`src/rtl/regwrite_pkg.sv`:
```
// Shared widths and the buffered write-back entry for the register write arbiter.
package regwrite_pkg;
  localparam int XLEN   = 32;
  localparam int REG_AW = 5;
  localparam int NREGS  = 32;

  typedef struct packed {
    logic [REG_AW-1:0] idx;
    logic [XLEN-1:0]   data;
  } wb_entry_t;
endpackage

```
`src/rtl/wb_fifo.sv`:
```
// In-order buffer for long-latency results; pushes into a full FIFO and pops of an
// empty one are ignored, so callers may present raw requests.
module wb_fifo
  import regwrite_pkg::*;
#(
  parameter int DEPTH = 4,
  localparam int AW = $clog2(DEPTH),
  localparam int CW = $clog2(DEPTH) + 1
) (
  input  logic          clk,
  input  logic          rstn,
  input  logic          push,
  input  wb_entry_t     push_entry,
  input  logic          pop,
  output wb_entry_t     head,
  output logic          full,
  output logic          empty,
  output logic [CW-1:0] count
);

  wb_entry_t     mem_q [DEPTH];
  logic [AW-1:0] wr_ptr_q, wr_ptr_d;
  logic [AW-1:0] rd_ptr_q, rd_ptr_d;
  logic [CW-1:0] count_q, count_d;
  logic          push_ok, pop_ok;

  assign full    = (count_q == CW'(DEPTH));
  assign empty   = (count_q == '0);
  assign count   = count_q;
  assign head    = mem_q[rd_ptr_q];
  assign push_ok = push && !full;
  assign pop_ok  = pop && !empty;

  // DEPTH is a power of two, so pointer overflow is the modulo wrap.
  always_comb begin
    wr_ptr_d = wr_ptr_q;
    rd_ptr_d = rd_ptr_q;
    count_d  = count_q;
    if (push_ok) wr_ptr_d = wr_ptr_q + AW'(1);
    if (pop_ok)  rd_ptr_d = rd_ptr_q + AW'(1);
    if (push_ok && !pop_ok) count_d = count_q + CW'(1);
    else if (!push_ok && pop_ok) count_d = count_q - CW'(1);
  end

  always_ff @(posedge clk) begin
    if (!rstn) begin
      wr_ptr_q <= '0;
      rd_ptr_q <= '0;
      count_q  <= '0;
    end else begin
      wr_ptr_q <= wr_ptr_d;
      rd_ptr_q <= rd_ptr_d;
      count_q  <= count_d;
    end
  end

  always_ff @(posedge clk) begin
    if (push_ok) mem_q[wr_ptr_q] <= push_entry;
  end

endmodule

```
`src/rtl/regwrite_arb.sv`:
```
// Single-port register-file write arbiter: ALU results win, buffered long-latency
// results drain in idle slots, and a busy scoreboard flags pending long writes.
module regwrite_arb
  import regwrite_pkg::*;
#(
  parameter int FIFO_DEPTH = 4,
  parameter int HOLD_MARK  = FIFO_DEPTH - 1
) (
  input  logic              clk,
  input  logic              rstn,
  input  logic              alu_valid,
  input  logic [REG_AW-1:0] alu_dsel,
  input  logic [XLEN-1:0]   alu_d,
  input  logic              lng_valid,
  output logic              lng_ready,
  input  logic [REG_AW-1:0] lng_dsel,
  input  logic [XLEN-1:0]   lng_d,
  input  logic              issue_valid,
  input  logic [REG_AW-1:0] issue_dsel,
  input  logic [REG_AW-1:0] chk1sel,
  input  logic [REG_AW-1:0] chk2sel,
  output logic              busy1,
  output logic              busy2,
  output logic              alu_hold,
  output logic              wen,
  output logic [REG_AW-1:0] dsel,
  output logic [XLEN-1:0]   d
);

  localparam int CW = $clog2(FIFO_DEPTH) + 1;
  localparam logic [CW-1:0] HOLD_CNT = CW'(HOLD_MARK);

  wb_entry_t     head;
  logic          full, empty, push, pop;
  logic [CW-1:0] count, occ_d;

  logic [NREGS-1:0]  busy_q, busy_d;
  logic              wen_q, wen_d;
  logic [REG_AW-1:0] dsel_q, dsel_d;
  logic [XLEN-1:0]   d_q, d_d;
  logic              hold_q, hold_d;

  assign lng_ready = !full;
  assign push      = lng_valid && !full;
  assign pop       = !alu_valid && !empty;

  wb_fifo #(.DEPTH(FIFO_DEPTH)) u_fifo (
    .clk        (clk),
    .rstn       (rstn),
    .push       (push),
    .push_entry ('{idx: lng_dsel, data: lng_d}),
    .pop        (pop),
    .head       (head),
    .full       (full),
    .empty      (empty),
    .count      (count)
  );

  always_comb begin
    occ_d = count;
    if (push && !pop) occ_d = count + CW'(1);
    else if (!push && pop) occ_d = count - CW'(1);
    hold_d = (occ_d >= HOLD_CNT);
  end

  // Index 0 is the hardwired zero register: the slot is consumed but nothing is written.
  always_comb begin
    wen_d  = 1'b0;
    dsel_d = dsel_q;
    d_d    = d_q;
    if (alu_valid) begin
      if (alu_dsel != '0) begin
        wen_d  = 1'b1;
        dsel_d = alu_dsel;
        d_d    = alu_d;
      end
    end else if (pop && head.idx != '0) begin
      wen_d  = 1'b1;
      dsel_d = head.idx;
      d_d    = head.data;
    end
  end

  // Clear on pop first so a same-cycle issue to that index leaves it busy.
  always_comb begin
    busy_d = busy_q;
    if (pop) busy_d[head.idx] = 1'b0;
    if (issue_valid && issue_dsel != '0) busy_d[issue_dsel] = 1'b1;
    busy_d[0] = 1'b0;
  end

  assign busy1    = busy_q[chk1sel];
  assign busy2    = busy_q[chk2sel];
  assign alu_hold = hold_q;
  assign wen      = wen_q;
  assign dsel     = dsel_q;
  assign d        = d_q;

  always_ff @(posedge clk) begin
    if (!rstn) begin
      busy_q <= '0;
      wen_q  <= 1'b0;
      dsel_q <= '0;
      d_q    <= '0;
      hold_q <= 1'b0;
    end else begin
      busy_q <= busy_d;
      wen_q  <= wen_d;
      dsel_q <= dsel_d;
      d_q    <= d_d;
      hold_q <= hold_d;
    end
  end

endmodule

```
`config.mk`:
```
export PLATFORM = sky130hd
export DESIGN_NAME = regwrite_arb
export DESIGN_NICKNAME = d
export VERILOG_FILES = /design/src/rtl/regwrite_pkg.sv /design/src/rtl/wb_fifo.sv /design/src/rtl/regwrite_arb.sv
export SDC_FILE = /design/constraint.sdc
export NUM_CORES = 1
export LEC_CHECK = 0
export BUFFER_PORTS_ARGS = -buffer_cell sky130_fd_sc_hd__buf_2
export CORE_MARGIN = 5
export CORE_UTILIZATION = 59
export CTS_BUF_LIST = sky130_fd_sc_hd__clkbuf_8
export DETAILED_ROUTE_END_ITERATION = 8
export HOLD_SLACK_MARGIN = 0.12
export PLACE_DENSITY_LB_ADDON = 0.12
export SLEW_MARGIN = 5
export SYNTH_ARGS = -nofsm -noshare
export SYNTH_HDL_FRONTEND = slang
export SYNTH_HIERARCHICAL = 1
export SYNTH_SLANG_ARGS = --single-unit
```
`constraint.sdc`:
```
create_clock -name clk -period 3.1 [get_ports clk]
set_input_delay 0 -clock clk [delete_from_list [all_inputs] [get_ports clk]]
set_output_delay 0 -clock clk [all_outputs]
set_load 0.02 [all_outputs]
```
======== After elaboration in Yosys (flattened, before gate mapping) ========
Memory sizes are Yosys's and may differ from the RTL's. A register that Yosys moved wholly into a read port is not among the register bits.
Index checks and enable logic that the tools add are counted.
W data, S select, Z words.
word-level totals
  flip-flop bits (word level) ............. 78
  bits in writable memories ............... 148
  bits of input ports ..................... 94
  output and inout bits ................... 42
  word-level logic and storage cells ...... 79
  memories ................................ 1
memories
  memory        words  bits a word  rd ports  clocked after Yosys merged registers in  wr ports  line           text
  u_fifo.mem_q  4      37           1         1                                        1         wb_fifo.sv:21  wb_entry_t mem_q [DEPTH];
cells by class
  $add $sub $neg .......................... 4
  order comparisons ....................... 7
  equality and inequality tests ........... 2
  muxes and demuxes ....................... 27
  bitwise gates (word level) .............. 3
  reduce and logical (&&, ||, !) cells .... 26
operator list
  operator               count
  $mux W32               5
  $and A32 B32 Y32       1
  $not A32 Y32           1
  $or A32 B32 Y32        1
  $lt A5 B6 Y1 const B   4
  $mux W5                3
  $reduce_bool A5 Y1     3
  $logic_and A1 B1 Y1    12
  $mux W3                4
  $bmux W1 S5            2
  $demux W1 S5           2
  $ge A5 B1 Y1 const B   2
  $mux W1                9
  $logic_not A1 Y1       7
  $add A2 B1 Y2 const B  2
  $mux W2                2
  $reduce_bool A2 Y1     2
  $add A3 B1 Y3 const B  1
  $eq A3 B3 Y1 const B   1
  $ge A3 B2 Y1 const B   1
  $logic_not A3 Y1       1
  $sub A3 B1 Y3 const B  1
  $ne A2 B1 Y1 const B   1
  $reduce_and A2 Y1      1

======== Logic depth before layout (Yosys ltp) ========
  word-level depth ........................ 9
  depth in mapped cells ................... 11
  depth with buffers taken out ............ 9

======== By module ========
Netlist, hierarchy kept.
modules (own cells, without submodules)
  module        times used  cells an instance  area each (um^2)
  wb_fifo       1           241                5863.1
  regwrite_arb  1           413                3834.9

======== Worst setup path after synthesis ========
OpenSTA, ideal clock, no wires.
  path kind ............................... register -> register
  start ................................... register with a tool-made name
  end ..................................... register d_q[12] (netlist: d[12])
  library setup time ...................... 0.116 ns
  arrival ................................. 2.407 ns
  data required time ...................... 2.984 ns
  setup slack ............................. 0.577 ns
  cell stages (with the launch flop) ...... 11
  path buffers ............................ 5
  period minus slack after synthesis ...... 2.523 ns
  path through ............................ dfxtp_1 > buf_6 > buf_12 > mux4_2 > buf_6 > or3_4 > o31ai_2 > nand2_1 > buf_6 > buf_6 > o211a_1
RTL lines
  element               line                 text
  to (signal assigned)  regwrite_arb.sv:104  d_q <= '0;
  to (signal assigned)  regwrite_arb.sv:110  d_q <= d_d;
  to (decl)             regwrite_arb.sv:40   logic [XLEN-1:0] d_q, d_d;

======== Worst setup path after layout ========
  start ................................... register u_fifo.count_q[0] (netlist: u_fifo/count[0])
  end ..................................... register u_fifo.count_q[2] (netlist: u_fifo/count[2])
on the way
  cells in the longest elaborated chain, start to end .. 7
  elaborated cells on any way between the ends .. 17
  those cells by class .................... 2 x add/sub; 1 x eq/ne; 2 x mux; 12 x reduce/logical
RTL lines
  element                              line                text
  from (decl)                          wb_fifo.sv:24       logic [CW-1:0] count_q, count_d;
  from (signal assigned)               wb_fifo.sv:53       count_q <= count_d;
  $eq A3 B3 Y1 *                       wb_fifo.sv:27       assign full = (count_q == CW'(DEPTH));
  via full                             regwrite_arb.sv:34  logic full, empty, push, pop;
  $logic_not A1 Y1 *                   regwrite_arb.sv:44  assign push = lng_valid && !full;
  $logic_and A1 B1 Y1 *                regwrite_arb.sv:44
  via push                             regwrite_arb.sv:34
  $logic_and A1 B1 Y1 *                wb_fifo.sv:31       assign push_ok = push && !full;
  $logic_not A1 Y1                     wb_fifo.sv:42       else if (!push_ok && pop_ok) count_d = count_q - CW'(1);
  $logic_and A1 B1 Y1                  wb_fifo.sv:42
  $reduce_bool A2 Y1 (no source line)  --
The timed path passes the listed nets; every way through them passes the cells marked *. The select of a mux whose other input is x is not followed.
A chain may end at the register's enable or synchronous reset.

==> metrics.txt <==
status=finished, final reports clean; FF-to-FF End=u_fifo/count[2]$_SDFFE_PN0P_; Max-slew headroom=between 20% and 30%; EDFF count, synth=about 150; LEAKAGE=around 4.9 nW; most frequent CP cell=nor2b_1; largest net degree at the start of global routing=68; library cells used by synthesis=51; die area=between 15000 and 20000 µm²; Hold Fails Final Rpt=0; pwr/cell area=703.3 nW/µm²; Routed WL=~22000 µm; Die H=138.2 µm; minimum clock period=2763 ps; IO Count=136; top post-synthesis cells by area=edfxtp_1 (46%), dfxtp_1 (16%), mux4_2 (9.3%); placed cell count=approximately 1000; Critical R2R Launch=u_fifo/count[0]$_SDFFE_PN0P_; post-detailed-route via-to-cell ratio=approximately 5.7; Main synth FF type=edfxtp_1; worst setup path end=u_fifo/count[2]$_SDFFE_PN0P_; Slew @ Worst Pin=~1100 ps; routed length per instance=a little under 20 µm; Hold WC Path Type=input pin to flip-flop; Worst Path Arrival=roughly 3200 ps; Root Buffer=clkbuf_8; clk_skew=roughly 15 ps; Non-Filler Instances=between 1000 and 1500; Max Cap Viol=0; DRT antenna net count=0; number of remaining DRC errors=0; Finished Cell Area=12180 µm²; Post-CTS Resized=0; CTS sink cnt=between 200 and 250; Hold Slack=roughly 170 ps; WL met2=around 11000 µm; RSZ-0062 raised after global routing=false; most frequent cells in the layout=edfxtp_1 (148), buf_2 (135), dlygate4sd3_1 (92), nand2_1 (77), dfxtp_1 (77); Synth Register Bits=approximately 230; Syn Area/Cell=between 10 and 15 µm²; Worst-path clk slew=approximately 60 ps; gr usage total=about a quarter; asr flop ratio synth=0%; total iterations of the first detailed-routing run=5; vias in the first global route=6813; n_diodes=0; first-pass GRT wire length=36270 µm; Initial Util=slightly above 60%; required time of the critical path=around 3500 ps; placed cell areas=between 10000 and 15000 µm²; hpwl dp=~14000 µm; critical-path cell list=nor3b_2, nor2b_1, nor2b_1, ha_1, inv_1, fa_1, xor2_1, or3_1, a21boi_0; Crit. Startpoint=u_fifo/count[0]$_SDFFE_PN0P_; CTS Hold Bufs=92; met1 WL=about 9300 µm; fillers=979; CORE AREA=roughly 16000 µm²; die width=between 100 and 150 µm; syn_nets=about 760; most common cell after layout, fill and taps aside=edfxtp_1; Final Slew Violations=0; Post-CTS Setup Repair Bufs=0; initial antenna violation count=0; startpoint types=flip-flop; Yosys top cell area share=45.83%; CTS tree=built; Setup CP Type=flip-flop to flip-flop; FP Rows=46; IR drop worst, VDD=0.0006968 V; Clock H-tree levels=2; Final setup viols=0; R2R depth=9; Crit-path slowest cell=dfxtp_1; total of warnings raised by yosys=6; met3 WL=~1400 µm; reg2reg setup slack=roughly 340 ps; Syn Inst Count=roughly 650; Tcrit/Tclk final=between 80% and 90%; clk buf depth=3; port bufs=~140; area grow syn2layout=25.64%; Detailed Route Iter0 Violations=456; crit-path max cell delay=590 ps; CP endpoint kind=flip-flop; post-synthesis cell area=9698 µm²; area leader, netlist=edfxtp_1; via count=between 6000 and 7000; Overflow after GRT=0; worst-path fanout max=10; post-layout util=between 70% and 80%; highest routed layer=met4; Worst-Skew Late Latency=510 ps; GPL Wtd Cong=0.8562; TNS Setup=0 ps; Final #Nets=a little under 1000; sequential area share after synthesis=62.13%; fraction of layout cells with a size suffix above 1=between 20 and 30%; TritonCTS buffer count=37; FMAX=0.3619 GHz
[registers in the layout (all words and copies together), names as in the netlist, named ones only]
| register | flops |
|---|---|
| d | 32 |
| busy_q | 31 |
| u_fifo/rd_ptr_q | 2 |
| u_fifo/wr_ptr_q | 2 |
| dsel | 5 |
| u_fifo/mem_q | 148 |
| u_fifo/count | 3 |
| wen | 1 |
| alu_hold | 1 |
[power by group]
group	leakage, nW	internal (mW)	switching, mW	total, mW
Clock	0.429	1.40	1.14	2.54
Combinational	2.49	0.968	1.18	2.15
Sequential	2.00	3.69	0.189	3.88
[worst min-delay path by stage]
| stage | startpoint | to | slack (ps) | cells after the start |
|---|---|---|---|---|
| 3_5_place_dp | lng_d[27] | u_fifo/mem_q[0][27]$_DFFE_PP_ | 220 | 1 |
| 3_3_place_gp | lng_d[21] | u_fifo/mem_q[1][21]$_DFFE_PP_ | 210 | 1 |
| 6_report | rstn | d[29]$_SDFFE_PN0P_ | 170 | 2 |
| 4_1_cts | rstn | d[6]$_SDFFE_PN0P_ | 140 | 2 |
| 5_1_grt | rstn | d[6]$_SDFFE_PN0P_ | 200 | 2 |
| 2_1_floorplan | lng_d[0] | u_fifo/mem_q[0][0]$_DFFE_PP_ | 100 | 0 |
[worst max-delay path: cells and delay by family (launching register included)]
kind / cells / cell delay [ps]
adders and majority gates: 2 / 630
and+or+nand+nor: 4 / 1070
AOI/OAI and AO/OA: 1 / 170
xor gates and xnor gates: 1 / 160
DFF: 1 / 590
buffers and inverters: 1 / 60
[cells by family (layout without fill, tap and decap cells)]
| logic type | Yosys count | count (layout) | share of synthesized area (%) |
|---|---|---|---|
| DFF | 227 | 227 | 62.13 |
| and+or+nand+nor | 140 | 140 | 7.096 |
| xor gates and xnor gates | 5 | 5 | 0.4515 |
| buffers and inverters | 48 | 313 | 3.122 |
| muxes | 103 | 103 | 16.31 |
| adders and majority gates | 8 | 8 | 1.110 |
| AOI/OAI and AO/OA | 123 | 123 | 9.779 |
[per-stage QoR]
step	worst slack [ps]	total power, mW
2_1_floorplan	577.0	5.422
3_3_place_gp	546.8	5.875
3_5_place_dp	369.4	5.974
4_1_cts	344.0	8.613
5_1_grt	98.97	8.978
6_report	336.8	8.569
[cell usage after synthesis (4+ instances only)]
cell type / count
a21boi_1: 31
buf_2: 10
nor2_1: 7
dfxtp_1: 79
nand2_1: 78
clkbuf_1: 16
inv_1: 8
o21ai_1: 33
edfxtp_1: 148
buf_6: 8
nand3b_1: 5
mux4_2: 40
nor2b_1: 10
nand3_1: 6
nor3_1: 4
mux2i_1: 59
o211a_1: 37
and2_1: 9
nor3b_1: 6
xnor2_1: 4
ha_1: 7
[layer usage]
layer / track usage [%] / vias up
li1: - / 3008
met3: 5.310 / 47
met4: 7.436 / 0
met1: 31.04 / 3228
met5: 0 / -
met2: 38.87 / 234
[cell type report]
cell class / count / area, µm² / share of cell area (%)
clock buffer: 45 / 619.3 / 5.083
clock inverter: 22 / 117.6 / 0.9653
inverter: 8 / 30.03 / 0.2465
multi-input combinational: 379 / 3377 / 27.72
sequential: 227 / 6028 / 49.48
tap: 216 / 270.3 / 2.218
timing repair buffer: 238 / 1742 / 14.29
(Power assumes the default switching activity.)
